<file path="config.mk">
export PLATFORM = sky130hd
export DESIGN_NAME = uart_tx_ctrl
export DESIGN_NICKNAME = d
export VERILOG_FILES = /design/src/rtl/uart_tx_ctrl.sv
export SDC_FILE = /design/constraint.sdc
export NUM_CORES = 1
export LEC_CHECK = 0
export ABC_AREA = 1
export CAP_MARGIN = 20
export CORE_ASPECT_RATIO = 1.2
export CORE_MARGIN = 8
export CORE_UTILIZATION = 46
export DETAILED_ROUTE_END_ITERATION = 8
export PLACE_DENSITY = 0.78
export REMOVE_ABC_BUFFERS = 1
export SYNTH_ARGS = -nofsm -noshare
export SYNTH_HDL_FRONTEND = slang
export SYNTH_SLANG_ARGS = --single-unit
</file>
<file path="constraint.sdc">
create_clock -name clk -period 2.5 [get_ports clk]
set_input_delay 0.375 -clock clk [delete_from_list [all_inputs] [get_ports clk]]
set_output_delay 0.375 -clock clk [all_outputs]
set_load 0.05 [all_outputs]
</file>
<file path="src/rtl/uart_tx_ctrl.sv">
// UART transmit sequencer: start bit, LSB-first data, optional parity, stop bit(s) on a registered txd.
// txd/busy follow the accept edge by one clk; in_ready is high only in IDLE or the final stop cycle, so frames can run back-to-back.
module uart_tx_ctrl #(
  parameter int CLK_DIV   = 25,
  parameter int DATA_BITS = 8,
  parameter int PARITY    = 0,
  parameter int STOP_BITS = 1
) (
  input  logic                 clk,
  input  logic                 rst,
  input  logic [DATA_BITS-1:0] in_data,
  input  logic                 in_valid,
  output logic                 in_ready,
  output logic                 txd,
  output logic                 busy
);

  localparam int DW = $clog2(CLK_DIV);
  localparam int BW = $clog2(DATA_BITS + 1);

  typedef enum logic [2:0] {
    S_IDLE,
    S_START,
    S_DATA,
    S_PARITY,
    S_STOP
  } state_t;

  state_t                 state_q;
  state_t                 state_d;
  logic [DW-1:0]          div_q;
  logic [BW-1:0]          bit_q;
  logic [DATA_BITS-1:0]   shreg_q;
  logic                   par_q;
  logic                   tick;
  logic                   last_data;
  logic                   last_stop;
  logic                   xfer;

  assign tick      = (div_q == DW'(CLK_DIV - 1));
  assign last_data = (bit_q == BW'(DATA_BITS - 1));
  assign last_stop = (bit_q == BW'(STOP_BITS - 1));
  assign in_ready  = !rst && ((state_q == S_IDLE) ||
                              ((state_q == S_STOP) && last_stop && tick));
  assign xfer      = in_valid && in_ready;

  always_comb begin
    state_d = state_q;
    case (state_q)
      S_IDLE:   if (xfer) state_d = S_START;
      S_START:  if (tick) state_d = S_DATA;
      S_DATA:   if (tick && last_data) state_d = (PARITY != 0) ? S_PARITY : S_STOP;
      S_PARITY: if (tick) state_d = S_STOP;
      S_STOP:   if (tick && last_stop) state_d = xfer ? S_START : S_IDLE;
      default:  state_d = S_IDLE;
    endcase
  end

  always_ff @(posedge clk) begin
    if (rst) begin
      state_q <= S_IDLE;
    end else begin
      state_q <= state_d;
    end
  end

  // Divider restarts on every accept so the new start bit gets a full period.
  always_ff @(posedge clk) begin
    if (rst) begin
      div_q   <= '0;
      bit_q   <= '0;
      shreg_q <= '0;
      par_q   <= 1'b0;
    end else begin
      if (xfer) begin
        div_q <= '0;
      end else if (state_q != S_IDLE) begin
        div_q <= tick ? '0 : div_q + DW'(1);
      end

      if (tick) begin
        case (state_q)
          S_DATA:  bit_q <= last_data ? '0 : bit_q + BW'(1);
          S_STOP:  bit_q <= last_stop ? '0 : bit_q + BW'(1);
          default: bit_q <= '0;
        endcase
      end

      if (xfer) begin
        shreg_q <= in_data;
        par_q   <= (^in_data) ^ (PARITY == 2);
      end else if ((state_q == S_DATA) && tick) begin
        shreg_q <= {1'b0, shreg_q[DATA_BITS-1:1]};
      end
    end
  end

  // Line driver works from the current state, hence the one-cycle lag behind accept.
  always_ff @(posedge clk) begin
    if (rst) begin
      txd  <= 1'b1;
      busy <= 1'b0;
    end else begin
      case (state_q)
        S_START:  txd <= 1'b0;
        S_DATA:   txd <= shreg_q[0];
        S_PARITY: txd <= par_q;
        default:  txd <= 1'b1;
      endcase
      busy <= (state_q != S_IDLE) && (state_d != S_IDLE);
    end
  end

endmodule

</file>
# Word level (Yosys, flattened, before mapping)
# Cells that the tools add are included.
dict set report classes {
  addsub 2
  n_eq_ne 6
  muxes 14
  n_reduce_logical 17
}
# operator count
set op_table {}
lappend op_table {{$mux 8} 2}
lappend op_table {{$mux 3} 5}
lappend op_table {{$pmux 3 s5} 1}
lappend op_table {{$logic_and 1x1->1} 8}
lappend op_table {{$mux 4} 2}
lappend op_table {{$pmux 4 s2} 1}
lappend op_table {{$reduce_xor 8->1} 1}
lappend op_table {{$eq 3x2->1 const B} 2}
lappend op_table {{$reduce_bool 3->1} 2}
lappend op_table {{$add 5x1->5 const B} 1}
lappend op_table {{$eq 5x5->1 const B} 1}
lappend op_table {{$mux 5} 1}
lappend op_table {{$add 4x1->4 const B} 1}
lappend op_table {{$eq 4x3->1 const B} 1}
lappend op_table {{$logic_not 4->1} 1}
lappend op_table {{$eq 3x1->1 const B} 1}
lappend op_table {{$eq 3x3->1 const B} 1}
lappend op_table {{$logic_not 3->1} 1}
lappend op_table {{$pmux 1 s3} 1}
lappend op_table {{$reduce_bool 2->1} 1}
lappend op_table {{$reduce_or 2->1} 1}
lappend op_table {{$logic_not 1->1} 1}
lappend op_table {{$logic_or 1x1->1} 1}
lappend op_table {{$mux 1} 1}
dict set report word_totals {
  reg_bits 23
  inputBits 11
  output_inout_bits 3
  wordCells 46
}

# Logic depth before layout (Yosys ltp)
# Gate-level depths: netlist (run 1).
dict set report logic_depth {
  ltp_word 11
  depth_mapped 11
  mapped_depth_nobuf 10
}

# Worst setup path before layout (run 1)
# OpenSTA, ideal clock, no wires.
dict set report synth_path {
  path_kind {reg-to-output}
  from {register div_q[0]}
  to {output in_ready}
  arrival_time_ps 1327
  required_ps 2125
  slack_ps 798
  path_stages_with_launch 9
  n_path_buf 0
  path_cell_list {dfxtp_1 > inv_1 > ha_1 > nand2_2 > nor2_8 > nand2_4 > nand2_8 > nand2_1 > inv_1}
}
dict set report synth_via {
  elab_chain_cells 4
}
# item line
set synth_rtl {}
lappend synth_rtl {{start, declared} 31} ;# logic [DW-1:0] div_q;
lappend synth_rtl {{start signal, assigned} 78} ;# div_q <= tick ? '0 : div_q + DW'(1);
lappend synth_rtl {{$eq 5x5->1} 40} ;# assign tick = (div_q == DW'(CLK_DIV - 1));
lappend synth_rtl {{$logic_and 1x1->1} 44} ;# ((state_q == S_STOP) && last_stop && tick));
lappend synth_rtl {{$logic_or 1x1->1} 43} ;# assign in_ready = !rst && ((state_q == S_IDLE) ||
lappend synth_rtl {{$logic_and 1x1->1} 43}
lappend synth_rtl {{end, declared} 13} ;# output logic in_ready,
# No other way between the ends.

# Final worst setup path (run 1)
# Same ends and word-level chain as after synthesis.

==> results.md, run 1 <==
- Nets: roughly 220
- Seq/Total Area, Yosys: 0.340
- DRT Pass-1 Iters: 4
- Pre-CTS WS: ~0.7 ns
- Drt drc: 0
- Vias/cell: 5.03
- Core Util, Final: 0.551
- Die width: 65.5 µm
- Peak VDD IR: between 0.3 and 0.4 mV
- Worst setup EP type: output pin
- Most common cell after layout, fill and taps aside: nand2_1
- Placed cell areas: ~0.0015 mm²
- Maximum clock rate: 482 MHz
- I/O pins: 14
- Die Span Y: about 75 µm
- Hold_buf cts: 0
- Global route overflow: 0
- PD cells: ~440 mW/mm²
- Number of sinks on the clock net: 23
- Synthesis-stage register bit count: 23
- Dpl cells: 236
- FP Rows: 21
- Library cells used by synthesis: 25
- Postcts setup bufs: 0
- Period minus WS final: 2.07 ns
- Die area: 0.00494 mm²
- GRT Resource Usage Total: 0.115
- Core ar.: 0.00281 mm²
- Clk_lat worst skew: around 0.31 ns
- Max FO, Critical Path: 10
- Syn-to-layout area delta: 14.6%
- Vias in the first global route: between 1k and 1.5k
- Final setup vio count: 0
- Setup TNS: 0 ns
- Diode count: 0
- WHS: about 0.49 ns
- Vias: 1207
- RSZ-0062 raised after global routing: no
- Total leakage power: 0.698 nW
- Clock transition at the registers of the reported paths: approximately 0.13 ns
- Hold Crit Class: flop to flop
- Hold Fails Final Rpt: 0
- Crit path required time: 2.12 ns
- Clock Tree Buf Depth: 2
- Initial DRC Count: 29
- Fin area: approximately 0.0016 mm²
- Largest family of logic cells by synthesized area: simple AND/OR/NAND/NOR gates
- Initial Utilization: 0.481
- Non-Filler Instances: 240
- Routed wire per std cell: about 11 µm
- WP data arrival: 1.70 ns
- CTS tree: built
- Synthesized area per cell: about 7 µm²
- Max_cap viols: 0
- Worst setup SP type: flop
- Post_cts resized: 0
- Reg-to-reg setup timing slack: 0.84 ns
- Cell Area, Synth: 0.00135 mm²
- Num CTS Buffers: 3
- Most frequent cells in the layout: nand2_1, inv_1, dfxtp_1
- RePlAce Congestion: between 0.8 and 0.9
- Root Driver: clkbuf_4
- Post-synthesis adder-cell area fraction: 0.0370
- Tcrit/Tclk final: 0.829
- DP HPWL: around 2000 µm
- Layout Skew: 0.00545 ns
- Status: finished, final reports clean
- Fin worst setup slack: approximately 0.43 ns
- Htree depth: 1
- Antenna viol nets, final: 0
- Simple-Gate Fraction of Synth Area: 0.379
- Final wirelength: between 2000 and 3000 µm
- Least-Margin Pin Slew: between 0.4 and 0.5 ns
- Slew headroom: 0.669
- Share of layout cells above drive strength 1: 0.0922
- Largest net degree at the start of global routing: 20
- Global-route wire length before repair: 4600 µm
- Ys Warns: 0
- Complex-gate fraction of the synthesized area: 0.0860
- Post-synthesis mux area share: 0
- Mapped Cells: between 150 and 200
- Power consumption: just under 0.7 mW
- Slew Limit Fails: 0
- Path type of the worst setup path: flop to output pin
- Buffers on Ports: 13
- Synth Area in XOR/XNOR: 0.0648
- Initial antenna violation count: 0
==> final cells by class <==
class / count / area [µm²]
clock inverters: 1 / 5.00
flip-flops and latches: 23 / 460
clock buffers: 3 / 22.5
well taps: 34 / 42.5
multi-input cells: 137 / 767
inverters: 28 / 105
repair buffers: 14 / 148
fillers: 263 / 1260
==> cells in the mapped netlist <==
master | n | share of area
dfxtp_1 | 23 | 0.34
xor2_1 | 5 | 0.032
nand2_2 | 3 | 0.014
nand3_1 | 18 | 0.067
nor3_1 | 3 | 0.011
nand2_1 | 50 | 0.14
nand4_1 | 11 | 0.051
a21oi_2 | 1 | 0.0065
nand2_8 | 1 | 0.015
inv_2 | 3 | 0.0083
a211oi_1 | 1 | 0.0056
clkbuf_1 | 1 | 0.0028
a21oi_1 | 14 | 0.052
clkbuf_2 | 1 | 0.0037
a221o_1 | 1 | 0.0074
ha_1 | 4 | 0.037
nor2_1 | 11 | 0.031
buf_6 | 1 | 0.0083
nand2_4 | 1 | 0.0083
xnor2_1 | 5 | 0.032
nor2_4 | 2 | 0.017
nor2_8 | 1 | 0.015
nand3_4 | 1 | 0.013
inv_1 | 25 | 0.069
o21ai_0 | 4 | 0.015
==> worst max-delay path, stage by stage (launching register included) <==
cell	delay, ns
dfxtp_1	0.36
inv_1	0.08
ha_1	0.16
nand2_2	0.09
nor2_8	0.20
nand2_4	0.09
nand2_8	0.09
nand2_1	0.07
inv_1	0.10
buf_12	0.14
==> final timing paths <==
path,depth (start not counted),start,end
max,9,div_q[0],in_ready
min,2,shreg_q[7],shreg_q[7]
max reg2reg,9,div_q[0],div_q[3]
min reg2reg,2,shreg_q[7],shreg_q[7]
==> sequential cells by signal (all words and copies together), names as in the netlist <==
signal	cells
shreg_q	8
div_q	5
bit_q	4
state_q	3
busy	1
par_q	1
txd	1
==> report_power, final <==
group / switching (mW) / leakage, nW / internal, mW
Combinational: 0.0662 / 0.493 / 0.0528
Sequential: 0.00876 / 0.187 / 0.382
Clock: 0.117 / 0.0177 / 0.0598
==> cell families (layout without fill, tap and decap cells) <==
logic type / Yosys count / after routing
XOR/XNOR: 10 / 10
adder cells (fa/ha/maj): 4 / 4
AND/OR/NAND/NOR: 102 / 102
flip-flops: 23 / 23
AO/OA/AOI/OAI: 21 / 21
buffers and inverters: 31 / 46
==> metal layers <==
layer | track usage | share of wire
met5 | 0 | 0
met2 | 0.219 | 0.50
met4 | 0.0437 | 0.0058
met1 | 0.121 | 0.45
met3 | 0.0235 | 0.037
Power figures use the tool's default switching activity.
==> run 2: changes to the inputs <==
--- a/config.mk
+++ b/config.mk
@@ -11,7 +11,7 @@
 export CORE_MARGIN = 8
 export CORE_UTILIZATION = 46
 export DETAILED_ROUTE_END_ITERATION = 8
-export PLACE_DENSITY = 0.78
+export PLACE_DENSITY = 0.8
 export REMOVE_ABC_BUFFERS = 1
 export SYNTH_ARGS = -nofsm -noshare
 export SYNTH_HDL_FRONTEND = slang
==> constraint.sdc (replaced) <==
create_clock -name clk -period 1.8 [get_ports clk]
set_input_delay 0.27 -clock clk [delete_from_list [all_inputs] [get_ports clk]]
set_output_delay 0.27 -clock clk [all_outputs]
set_load 0.05 [all_outputs]
==> results.md, run 2 (synthesis gave the netlist of run 1 again) <==
- CTS tree: built
- Initial antenna violation count: 0
- Reg-to-reg setup timing slack: about 0.17 ns
- Global-route wire length before repair: about 4800 µm
- Num CTS Buffers: 3
- Total leakage power: approximately 0.75 nW
- Maximum clock rate: between 500 and 600 MHz
- Root Driver: clkbuf_4
- Path type of the worst setup path: flop to output pin
- Number of sinks on the clock net: 23
- Status: finished, final reports clean
- Placed cell areas: 0.00153 mm²
- Buffers on Ports: 13
- Crit path required time: roughly 1.5 ns
- Worst setup SP type: flop
- DRT Pass-1 Iters: 4
- FP Rows: 21
- Clk_lat worst skew: 0.32 ns
- Drt drc: 0
- Antenna viol nets, final: 0
- Period minus WS final: around 1.7 ns
- Most common cell after layout, fill and taps aside: nand2_1
- Hold Crit Class: flop to flop
- Max FO, Critical Path: 2
- Htree depth: 1
- Core ar.: about 0.0028 mm²
- R2r startpoint: div_q[0]
- Depth of the most critical reg-to-reg path: 10
- Reg2reg end: shreg_q[6]
- Initial DRC Count: 57
- Worst setup EP type: output pin
- Slew Limit Fails: 0
- Vias/cell: ~5
- Multi-input gate area: slightly below 800 µm²
- Diode count: 0
- RePlAce Congestion: 0.760
- Power consumption: about 0.97 mW
- DP HPWL: roughly 2000 µm
- Largest net degree at the start of global routing: 20
- Max_cap viols: 0
- Worst path cell trace: inv_2, ha_2, nand2_4, nor2_8, nand2_4, nand2_8, nand2_1, inv_2, buf_12
- Share of layout cells above drive strength 1: 0.190
- Initial Utilization: 0.481
- Crit-path slowest cell: dfxtp_2
- Hold path endpoint: shreg_q[1]
- I/O pins: 14
- Least-Margin Pin Slew: 0.500 ns
- Fill count: approximately 260
- Global route overflow: 0
- Vias: around 1.2k
- Vias in the first global route: between 1k and 1.5k
- Syn-to-layout area delta: 22.0%
- Die Span Y: about 75 µm
- Largest stage delay on the critical path: 0.35 ns
- Fin area: 0.00165 mm²
- Hold path cells: 2
- Layout Skew: 0.00426 ns
- Tcrit/Tclk final: 0.968
- Clock Tree Buf Depth: 2
- Nets: roughly 230
- GRT Resource Usage Total: 0.120
- Hold path startpoint: shreg_q[1]
- WP data arrival: between 1 and 1.5 ns
- Hold_buf cts: 0
- Final setup vio count: 0
- PD cells: about 590 mW/mm²
- Fin worst setup slack: 0.0575 ns
- Setup TNS: 0 ns
- FF+latch area: 465 µm²
- Clock transition at the registers of the reported paths: about 0.13 ns
- Peak VDD IR: ~0.51 mV
- Regs by FF count: shreg_q x8, div_q x5, bit_q x4
- Most frequent cells in the layout: nand2_1, inv_1, dfxtp_1
- Final wirelength: between 2000 and 3000 µm
- Slew headroom: 0.665
- Die area: about 0.005 mm²
- Hold Fails Final Rpt: 0
- Max FFs per register: 8
- Die width: 65.5 µm
- Routed wire per std cell: 11.1 µm
- Pre-CTS WS: 0.148 ns
- Largest Register: shreg_q
## run 2: cell count changes in the layout (fill, tap and decap cells not counted), moves of 2 or more
cell,change
buf_4,+10
dfxtp_1,-4
dfxtp_2,+4
inv_1,-4
inv_2,+4
ha_1,-2
ha_2,+2
## run 2: metrics by stage
step	utilization	hold WS, ns	instances
after floorplan	-	0.332	188
after global placement	0.544	0.469	237
after detailed placement	0.544	0.476	237
after CTS	0.567	0.492	245
after global routing	0.587	0.521	250
final	0.587	0.492	250
## run 2: timing repair
action                                  in CTS  in global routing
pin swaps                                    3                  5
gates resized for setup                      7                  7
setup buffers                                4                  5
endpoints found under the setup margin       1                  6
## run 2: report_power, final
part	switching [mW]	internal (mW)	total, mW
Clock	0.166	0.0833	0.249
Sequential	0.0106	0.530	0.541
Combinational	0.0976	0.0844	0.182
## run 2: worst max-delay path: cells and delay by family (launching register included)
kind | cells | cell delay (ns)
DFF | 1 | 0.35
adders and majority gates | 1 | 0.18
and+or+nand+nor | 5 | 0.37
buffers and inverters | 3 | 0.25
## run 2: layout make-up
class                   count  area share
multi-input cells         137       0.477
well taps                  34      0.0258
clock buffers               3      0.0136
flip-flops and latches     23       0.282
clock inverters             1     0.00303
repair buffers             24       0.135
inverters                  28      0.0637
## run 2: layer usage
layer / wire length (µm) / vias up / global-route usage
li1: - / 670 / -
met1: 1300 / 551 / 0.129
met2: 1350 / 17 / 0.222
met3: 80 / 4 / 0.0221
met4: 52 / 0 / 0.0583
met5: 0 / - / 0
## run 2: worst max-delay path by stage
stage,from,end
after detailed placement,rst,div_q[3]
after floorplan,div_q[0],in_ready
after CTS,bit_q[1],in_ready
after global routing,div_q[0],in_ready
after global placement,rst,div_q[4]
final,div_q[0],in_ready
